File: src/rtl/conv_isa_pkg.sv
// Shared ISA definitions for the convolution processor: widths, opcodes and the
// fetch sequencer state encoding (STALL exists only when SEQ_STEP_EN is defined).
package conv_isa_pkg;

   localparam int ADDR_W  = 9;
   localparam int INSTR_W = 16;
   localparam int OPC_W   = 6;

   localparam logic [OPC_W-1:0] OPC_CLAC    = 6'd2;
   localparam logic [OPC_W-1:0] OPC_MVACMAR = 6'd3;
   localparam logic [OPC_W-1:0] OPC_LDAC    = 6'd4;
   localparam logic [OPC_W-1:0] OPC_STAC    = 6'd5;
   localparam logic [OPC_W-1:0] OPC_MVACR   = 6'd6;
   localparam logic [OPC_W-1:0] OPC_MVRAC   = 6'd7;
   localparam logic [OPC_W-1:0] OPC_ADD     = 6'd8;
   localparam logic [OPC_W-1:0] OPC_SUB     = 6'd9;
   localparam logic [OPC_W-1:0] OPC_INCAC   = 6'd10;
   localparam logic [OPC_W-1:0] OPC_MUL     = 6'd11;
   localparam logic [OPC_W-1:0] OPC_NOP     = 6'd46;
   localparam logic [OPC_W-1:0] OPC_JUMPNZ  = 6'd47;
   localparam logic [OPC_W-1:0] OPC_JUMPZ   = 6'd52;

   typedef enum logic [2:0] {
      SEQ_IDLE,
      SEQ_ADDR,
      SEQ_DATA,
      SEQ_ISSUE,
`ifdef SEQ_STEP_EN
      SEQ_HALT,
      SEQ_STALL
`else
      SEQ_HALT
`endif
   } seq_state_e;

   function automatic logic [OPC_W-1:0] opcode_of(input logic [INSTR_W-1:0] instr);
      return instr[INSTR_W-1 -: OPC_W];
   endfunction

endpackage

File: src/rtl/instr_fetch_sequencer_if.sv
// Instruction RAM port plus the decoder valid/ready handshake and the Z flag
// seen by the fetch sequencer.
interface instr_fetch_sequencer_if;
   import conv_isa_pkg::*;

   logic [ADDR_W-1:0]  ram_addr;
   logic [INSTR_W-1:0] ram_data;
   logic               z_flag;
   logic [INSTR_W-1:0] instr_out;
   logic               instr_valid;
   logic               instr_ready;

   modport master (
      output ram_addr,
      input  ram_data,
      input  z_flag,
      output instr_out,
      output instr_valid,
      input  instr_ready
   );

   modport slave (
      input  ram_addr,
      output ram_data,
      output z_flag,
      input  instr_out,
      input  instr_valid,
      output instr_ready
   );

endinterface

File: src/rtl/instr_fetch_sequencer.sv
// Program sequencer: owns the PC, fetches from a 1-cycle synchronous RAM, resolves
// JUMPZ/JUMPNZ locally and issues everything else. `SEQ_STEP_EN adds a step-gated STALL.
module instr_fetch_sequencer
   import conv_isa_pkg::*;
#(
   parameter logic [ADDR_W-1:0] START_PC = '0,
   parameter logic [OPC_W-1:0]  HALT_OPC = OPC_NOP
) (
   input  logic                      clk,
   input  logic                      rst,
   input  logic                      start,
`ifdef SEQ_STEP_EN
   input  logic                      step,
`endif
   instr_fetch_sequencer_if.master   bus,
   output logic [ADDR_W-1:0]         pc_out,
   output logic                      busy,
   output logic                      halted,
   output logic                      jump_taken
);

   localparam logic [ADDR_W-1:0] PC_ONE = 1;

   seq_state_e         state_q, state_d;
   logic [ADDR_W-1:0]  pc_q, pc_d;
   logic [INSTR_W-1:0] instr_q, instr_d;
   logic               valid_q, valid_d;
   logic               jump_q, jump_d;

   logic [OPC_W-1:0]   opcode;
   logic [ADDR_W-1:0]  target;

   assign opcode = opcode_of(bus.ram_data);
   assign target = bus.ram_data[ADDR_W-1:0];

   always_comb begin
      state_d = state_q;
      pc_d    = pc_q;
      instr_d = instr_q;
      valid_d = valid_q;
      jump_d  = 1'b0;

      unique case (state_q)
         SEQ_IDLE: begin
            if (start) begin
               pc_d    = START_PC;
               state_d = SEQ_ADDR;
            end
         end
         SEQ_ADDR: begin
            state_d = SEQ_DATA;
         end
         SEQ_DATA: begin
            // Jumps are resolved here and never reach the decoder.
            if (opcode == OPC_JUMPZ) begin
               if (bus.z_flag) begin
                  pc_d   = target;
                  jump_d = 1'b1;
               end else begin
                  pc_d = pc_q + PC_ONE;
               end
               state_d = SEQ_ADDR;
            end else if (opcode == OPC_JUMPNZ) begin
               if (!bus.z_flag) begin
                  pc_d   = target;
                  jump_d = 1'b1;
               end else begin
                  pc_d = pc_q + PC_ONE;
               end
               state_d = SEQ_ADDR;
            end else if (opcode == HALT_OPC) begin
               state_d = SEQ_HALT;
            end else begin
               instr_d = bus.ram_data;
               valid_d = 1'b1;
               state_d = SEQ_ISSUE;
            end
         end
         SEQ_ISSUE: begin
            if (valid_q && bus.instr_ready) begin
               valid_d = 1'b0;
               pc_d    = pc_q + PC_ONE;
`ifdef SEQ_STEP_EN
               state_d = SEQ_STALL;
`else
               state_d = SEQ_ADDR;
`endif
            end
         end
         SEQ_HALT: begin
            if (start) begin
               pc_d    = START_PC;
               state_d = SEQ_ADDR;
            end
         end
`ifdef SEQ_STEP_EN
         SEQ_STALL: begin
            if (step) begin
               state_d = SEQ_ADDR;
            end
         end
`endif
         default: begin
            state_d = SEQ_IDLE;
         end
      endcase
   end

   always_ff @(posedge clk or posedge rst) begin
      if (rst) begin
         state_q <= SEQ_IDLE;
         pc_q    <= START_PC;
         instr_q <= '0;
         valid_q <= 1'b0;
         jump_q  <= 1'b0;
      end else begin
         state_q <= state_d;
         pc_q    <= pc_d;
         instr_q <= instr_d;
         valid_q <= valid_d;
         jump_q  <= jump_d;
      end
   end

   assign bus.ram_addr    = pc_q;
   assign bus.instr_out   = instr_q;
   assign bus.instr_valid = valid_q;
   assign pc_out          = pc_q;
   assign jump_taken      = jump_q;
   assign halted          = (state_q == SEQ_HALT);
   assign busy            = (state_q != SEQ_IDLE) && (state_q != SEQ_HALT);

endmodule

File: src/flat_wrapper.sv
// flat-port wrapper written by rule: the top's interface ports become plain ports
module instr_fetch_sequencer_flat import conv_isa_pkg::*;
#(
   parameter logic [ADDR_W-1:0] START_PC = '0,
   parameter logic [OPC_W-1:0]  HALT_OPC = OPC_NOP
)
  (clk, rst, start, pc_out, busy, halted, jump_taken, bus_ram_addr, bus_ram_data, bus_z_flag, bus_instr_out, bus_instr_valid, bus_instr_ready);
  instr_fetch_sequencer_if bus_i ();
  input  logic clk;
  input  logic rst;
  input  logic start;
  output logic [ADDR_W-1:0] pc_out;
  output logic busy;
  output logic halted;
  output logic jump_taken;
  output wire logic [$bits(bus_i.ram_addr)-1:0] bus_ram_addr;
  input wire logic [$bits(bus_i.ram_data)-1:0] bus_ram_data;
  input wire logic [$bits(bus_i.z_flag)-1:0] bus_z_flag;
  output wire logic [$bits(bus_i.instr_out)-1:0] bus_instr_out;
  output wire logic [$bits(bus_i.instr_valid)-1:0] bus_instr_valid;
  input wire logic [$bits(bus_i.instr_ready)-1:0] bus_instr_ready;
  assign bus_ram_addr = bus_i.ram_addr;
  assign bus_i.ram_data = bus_ram_data;
  assign bus_i.z_flag = bus_z_flag;
  assign bus_instr_out = bus_i.instr_out;
  assign bus_instr_valid = bus_i.instr_valid;
  assign bus_i.instr_ready = bus_instr_ready;
  instr_fetch_sequencer #(.START_PC(START_PC), .HALT_OPC(HALT_OPC)) u_core (.clk(clk), .rst(rst), .start(start), .bus(bus_i), .pc_out(pc_out), .busy(busy), .halted(halted), .jump_taken(jump_taken));
endmodule
File: config.mk
export PLATFORM = sky130hd
export DESIGN_NAME = instr_fetch_sequencer_flat
export DESIGN_NICKNAME = d
export VERILOG_FILES = /design/src/rtl/conv_isa_pkg.sv /design/src/rtl/instr_fetch_sequencer_if.sv /design/src/rtl/instr_fetch_sequencer.sv /design/src/flat_wrapper.sv
export SDC_FILE = /design/constraint.sdc
export NUM_CORES = 1
export LEC_CHECK = 0
export CAP_MARGIN = 20
export CORE_UTILIZATION = 47
export CTS_CLUSTER_SIZE = 28
export DETAILED_ROUTE_END_ITERATION = 6
export HOLD_SLACK_MARGIN = 0.03
export PLACE_DENSITY = 0.84
export SLEW_MARGIN = 40
export SYNTH_ARGS = -nofsm -noshare
export SYNTH_HDL_FRONTEND = slang
export SYNTH_SLANG_ARGS = --single-unit
File: constraint.sdc
create_clock -name clk -period 3.35 [get_ports clk]
set_clock_uncertainty 0.15 [all_clocks]
set_input_delay 0.67 -clock clk [delete_from_list [all_inputs] [get_ports clk]]
set_output_delay 0.67 -clock clk [all_outputs]
set_load 0.02 [all_outputs]
Yosys cells after proc, flatten, opt, wreduce, memory -nomap -nowiden
Cells that the tools add are included.

Output and inout bits: 38. Register bits: 30. Logic and storage cells: 57.

Eq/ne operators: 14. Reduce and logical (&&, ||, !) cells: 11. Muxes and demuxes: 23. Bitwise operators: 3. $add $sub $neg: 1.

Operators with widths (number): 9-bit two-way mux (6); 9-bit case mux with 3 select lines (1); 6-bit == test, second input constant (3); 3-bit two-way mux (5); 3-bit case mux with 4 select lines (1); 9-bit by 1-bit adder with 9-bit output, second input constant (1); 1-bit two-way mux (9); 4-bit AND reduction (2); 3-bit by 2-bit == test with 1-bit output, second input constant (2); 2-bit inequality test, second input constant (3); 3-bit nonzero test (2); 5-bit AND reduction (1); 2-bit by 1-bit inequality test with 1-bit output, second input constant (2); 3-bit by 1-bit == test with 1-bit output, second input constant (1); 3-bit == test, second input constant (1); 3-bit zero test (1); 3-bit by 1-bit inequality test with 1-bit output, second input constant (1); 3-bit inequality test, second input constant (1); 1-bit NOT (3); 1-bit logical AND (2); 1-bit case mux with 2 select lines (1); 2-bit AND reduction (1); 2-bit nonzero test (1); 2-bit OR reduction (1).

Depth between registers and ports, before layout
Depth after elaboration: 5. Gate-level depth with buffers: 7. Mapped depth without buffers: 7.

Worst setup path before layout
OpenSTA, ideal clock, no wires.

Path kind: input port to flip-flop. From: in bus_ram_data[13]. To: reg u_core.pc_q[8] (netlist: u_core.bus.ram_addr[8]). Arrival time: 2295 ps. Buffers on the path: 1. Data required time: 3074 ps. Cell stages on the path: 7. Setup slack: 779 ps. Path through: or4b_4 or3_4 nand2_2 a211oi_2 and2_4 buf_6 a221o_1.

Word-level cells in the longest chain between the ends: 3. Elaborated cells between the ends (all ways): 6.

Ends and longest elaborated chain: from (decl) (line flat_wrapper.sv:17) `input wire logic [$bits(bus_i.ram_data)-1:0] bus_ram_data;`; 6-bit == test (on tied branches) (line instr_fetch_sequencer.sv:63, instr_fetch_sequencer.sv:55); 3-bit by 1-bit inequality test with 1-bit output (no line) / 9-bit two-way mux (equally long branches); 4-bit AND reduction (no line) / 9-bit case mux with 3 select lines (equally long branches); to (signal assigned) (line instr_fetch_sequencer.sv:118) `pc_q <= pc_d;`; to (decl) (line instr_fetch_sequencer.sv:25) `logic [ADDR_W-1:0] pc_q, pc_d;`.

Parallel ways exist; a longest one is shown, timed or not. A chain may end at the register's enable or synchronous reset.

Final worst setup path
Same ends and word-level chain as after synthesis.

==> run_results.csv <==
group,metric,value,unit
power_and_ir_drop,leakage,0.917,nW
routing,wl_per_cell,14.9,um
cells_and_area,regArea,751,um2
routing,vias_per_cell,5.35,
floorplanning,io_pins,59,
floorplanning,dieArea,3580,um2
synthesis,synth-seq-cells,30,
cells_and_area,drive_gt1_share,18.5,%
floorplanning,die_h,59.8,um
cells_and_area,finalNetCount,216,
status,status,"complete, no violations",
sta,slew_violations,0,
floorplanning,initial_core_util,50.6,%
sta,max_freq,342,MHz
synthesis,synth_cells,142,
sta,rsz0062_at_grt,"no",
sta,timing.hold.ws,359,ps
cts,h-tree-depth,2,
cells_and_area,multiInputGateArea,687,um2
power_and_ir_drop,pwr_density_cell,1010,nW/um2
min_path,hold_path_class,"reg2reg",
sta,worst_slew_pin_slew,468,ps
synthesis,syn_area,1570,um2
cts,ctsResizeCount,0,
routing,vias,1279,
setup_path,cp-start-kind,"input port",
synthesis,synth_fa_ha_area_share,0.796,%
synthesis,synth_mux_area_share,11.5,%
cts,numClockSinks,30,
synthesis,ys_seq_area_share,47.8,%
placement,port_buffers,58,
sta,timing.final.crit_share,87.4,%
sta,setup_slack,424,ps
grt,grt.total_usage,21.3,%
routing,first_pass_iters,5,
cts,hold_buffers,0,
cells_and_area,area_growth,40.9,%
cts,clock_path_buffers,2,
synthesis,synth_simple_gate_area_share,16.6,%
placement,pre_cts_ws,105,ps
grt,grt_max_degree,31,
cts,cts_tree,"done",
setup_path,path_class,"in2reg",
synthesis,ys_types,38,
sta,hold_viol,0,
synthesis,synth_nets,164,
cts,clk_pin_slew,90,ps
sta,fin_setup_tns,0,ps
setup_path,crit_path_end_kind,"register",
synthesis,yosysTopAreaCell,"dfrtp_1",
cts,postCtsSetupBuffers,0,
grt,grt_pass1_vias,1219,
cts,clk_latency,320,ps
synthesis,synth_compound_area_share,14.9,%
routing,drtIter0Drc,42,
placement,hpwl,2750,um
floorplanning,coreArea,3100,um2
setup_path,arrival,2980,ps
synthesis,syn_area_per_cell,11.1,um2
grt,grt_pass1_wl,5550,um
synthesis,synthXorXnorAreaFrac,0,%
setup_path,crit_fanout,12,
sta,min_period,2930,ps
power_and_ir_drop,p_total,2.24,mW
routing,routed_wirelength,3550,um
grt,antenna_found_initial,0,
cells_and_area,postLayoutCoreUtil,71.4,%
power_and_ir_drop,ir_worst_vdd,0.000640,V
routing,ant_nets,0,
cells_and_area,fill_cells,235,
synthesis,ys_warn_count,0,
synthesis,yosys-top-cells-area,"dfrtp_1, mux2_2, a221o_1",
run,cap_violations,0,
placement,gp_congestion,0.830,
synthesis,yosys.area.top_type_share,47.8,%
cells_and_area,antenna_cells,0,
cts,cts_made_buffers,5,
routing,drc,0,
cts,cts_root_buf,"clkbuf_4",
sta,setup_viol,0,
grt,overflow,0,
floorplanning,die_x,59.8,um
synthesis,synth_top_family_by_area,"simple AND/OR/NAND/NOR gates",
floorplanning,row_count,20,
setup_path,required,3400,ps
sta,slew_headroom,68.8,%
[where the power goes]
| part | switching [mW] | internal [mW] |
|---|---|---|
| sequential | 0.156 | 0.527 |
| combinational | 0.582 | 0.603 |
| clock | 0.120 | 0.253 |
| total | 0.858 | 1.38 |
[sequential cells by signal (all words and copies together) (netlist names)]
register,cells
u_core.bus.instr_out,16
u_core.bus.ram_addr,9
u_core.jump_taken,1
u_core.bus.instr_valid,1
u_core.state_q,3
[final cells by class]
| type | count | area share (%) |
|---|---|---|
| multi-input combinational | 93 | 31.0 |
| tap | 44 | 2.49 |
| timing repair buffer | 60 | 26.9 |
| clock inverter | 2 | 2.71 |
| sequential | 30 | 33.9 |
| clock buffer | 6 | 2.32 |
| inverter | 4 | 0.678 |
[cell families (layout without fill, tap and decap cells)]
logic type | after synthesis | in the layout
simple gates | 46 | 46
flops | 30 | 30
compound gates | 30 | 30
fa+ha+maj | 1 | 1
mux | 16 | 16
buf+inv | 19 | 72
[worst max-delay path, cell delays in order]
cell	delay [ps]
clkdlybuf4s50_1	470
or4b_4	570
o21ai_1	210
nand2_2	110
a22oi_2	450
nor2_1	160
a221o_1	330
[stage by stage]
step	cells	instance area, um2
after floorplan	142	1570
after global placement	231	2100
after detailed placement	231	2100
after CTS	239	2210
after global routing	239	2210
final	239	2210
[synthesized netlist by cell type (all sizes together)]
library cell / n
and3: 2
or3: 1
nand2: 13
or4: 1
buf: 14
nand2b: 2
nor3b: 1
a211oi: 1
a211o: 1
a221o: 7
or4b: 1
o2bb2ai: 4
nor4b: 3
clkbuf: 1
a21oi: 4
mux2: 16
dfrtp: 30
and2: 3
ha: 1
o21ai: 8
nand3b: 2
or2: 2
a2111o: 1
nor3: 1
a32oi: 1
o31ai: 1
and2b: 1
nand3: 4
nor2: 9
a22oi: 1
a21boi: 1
inv: 4
[path summary, 6_finish.rpt]
path,from,endpoint,slack (ps),cells after the start
worst max-delay path,bus_ram_data[13],u_core.bus.ram_addr[8],420,7
worst min-delay path,u_core.bus.instr_out[15],u_core.bus.instr_out[15],360,1
worst max register to register,u_core.state_q[0],u_core.bus.ram_addr[4],1250,6
worst min register to register,u_core.bus.instr_out[15],u_core.bus.instr_out[15],360,1
max in group asynchronous,rst,u_core.bus.ram_addr[2],2210,3
min in group asynchronous,rst,u_core.bus.instr_out[6],560,3
[per-layer routing]
layer	routed length [um]	GRT usage (%)	up-vias	share of wire (%)
li1	-	-	616	-
met1	1550	26.5	610	44
met2	1790	35.7	47	50
met3	164	6.28	6	4.6
met4	50	6.64	0	1.4
met5	0	0	-	0
[cell usage in the layout (no fill, tap or decap), types with 2 or more instances in the layout]
cell and n:
nand3b_1 2, mux2_2 16, buf_4 2, a21oi_1 4
or2_2 2, nor2_1 9, o2bb2ai_1 4, o21ai_0 7
and3_1 2, nor4b_1 3, a221o_1 7, clkbuf_4 5
nand2_1 12, dfrtp_1 30, nand2b_1 2, inv_1 4
clkdlybuf4s50_1 58, bufinv_16 2, nand3_1 4
Power figures use the tool's default switching activity.
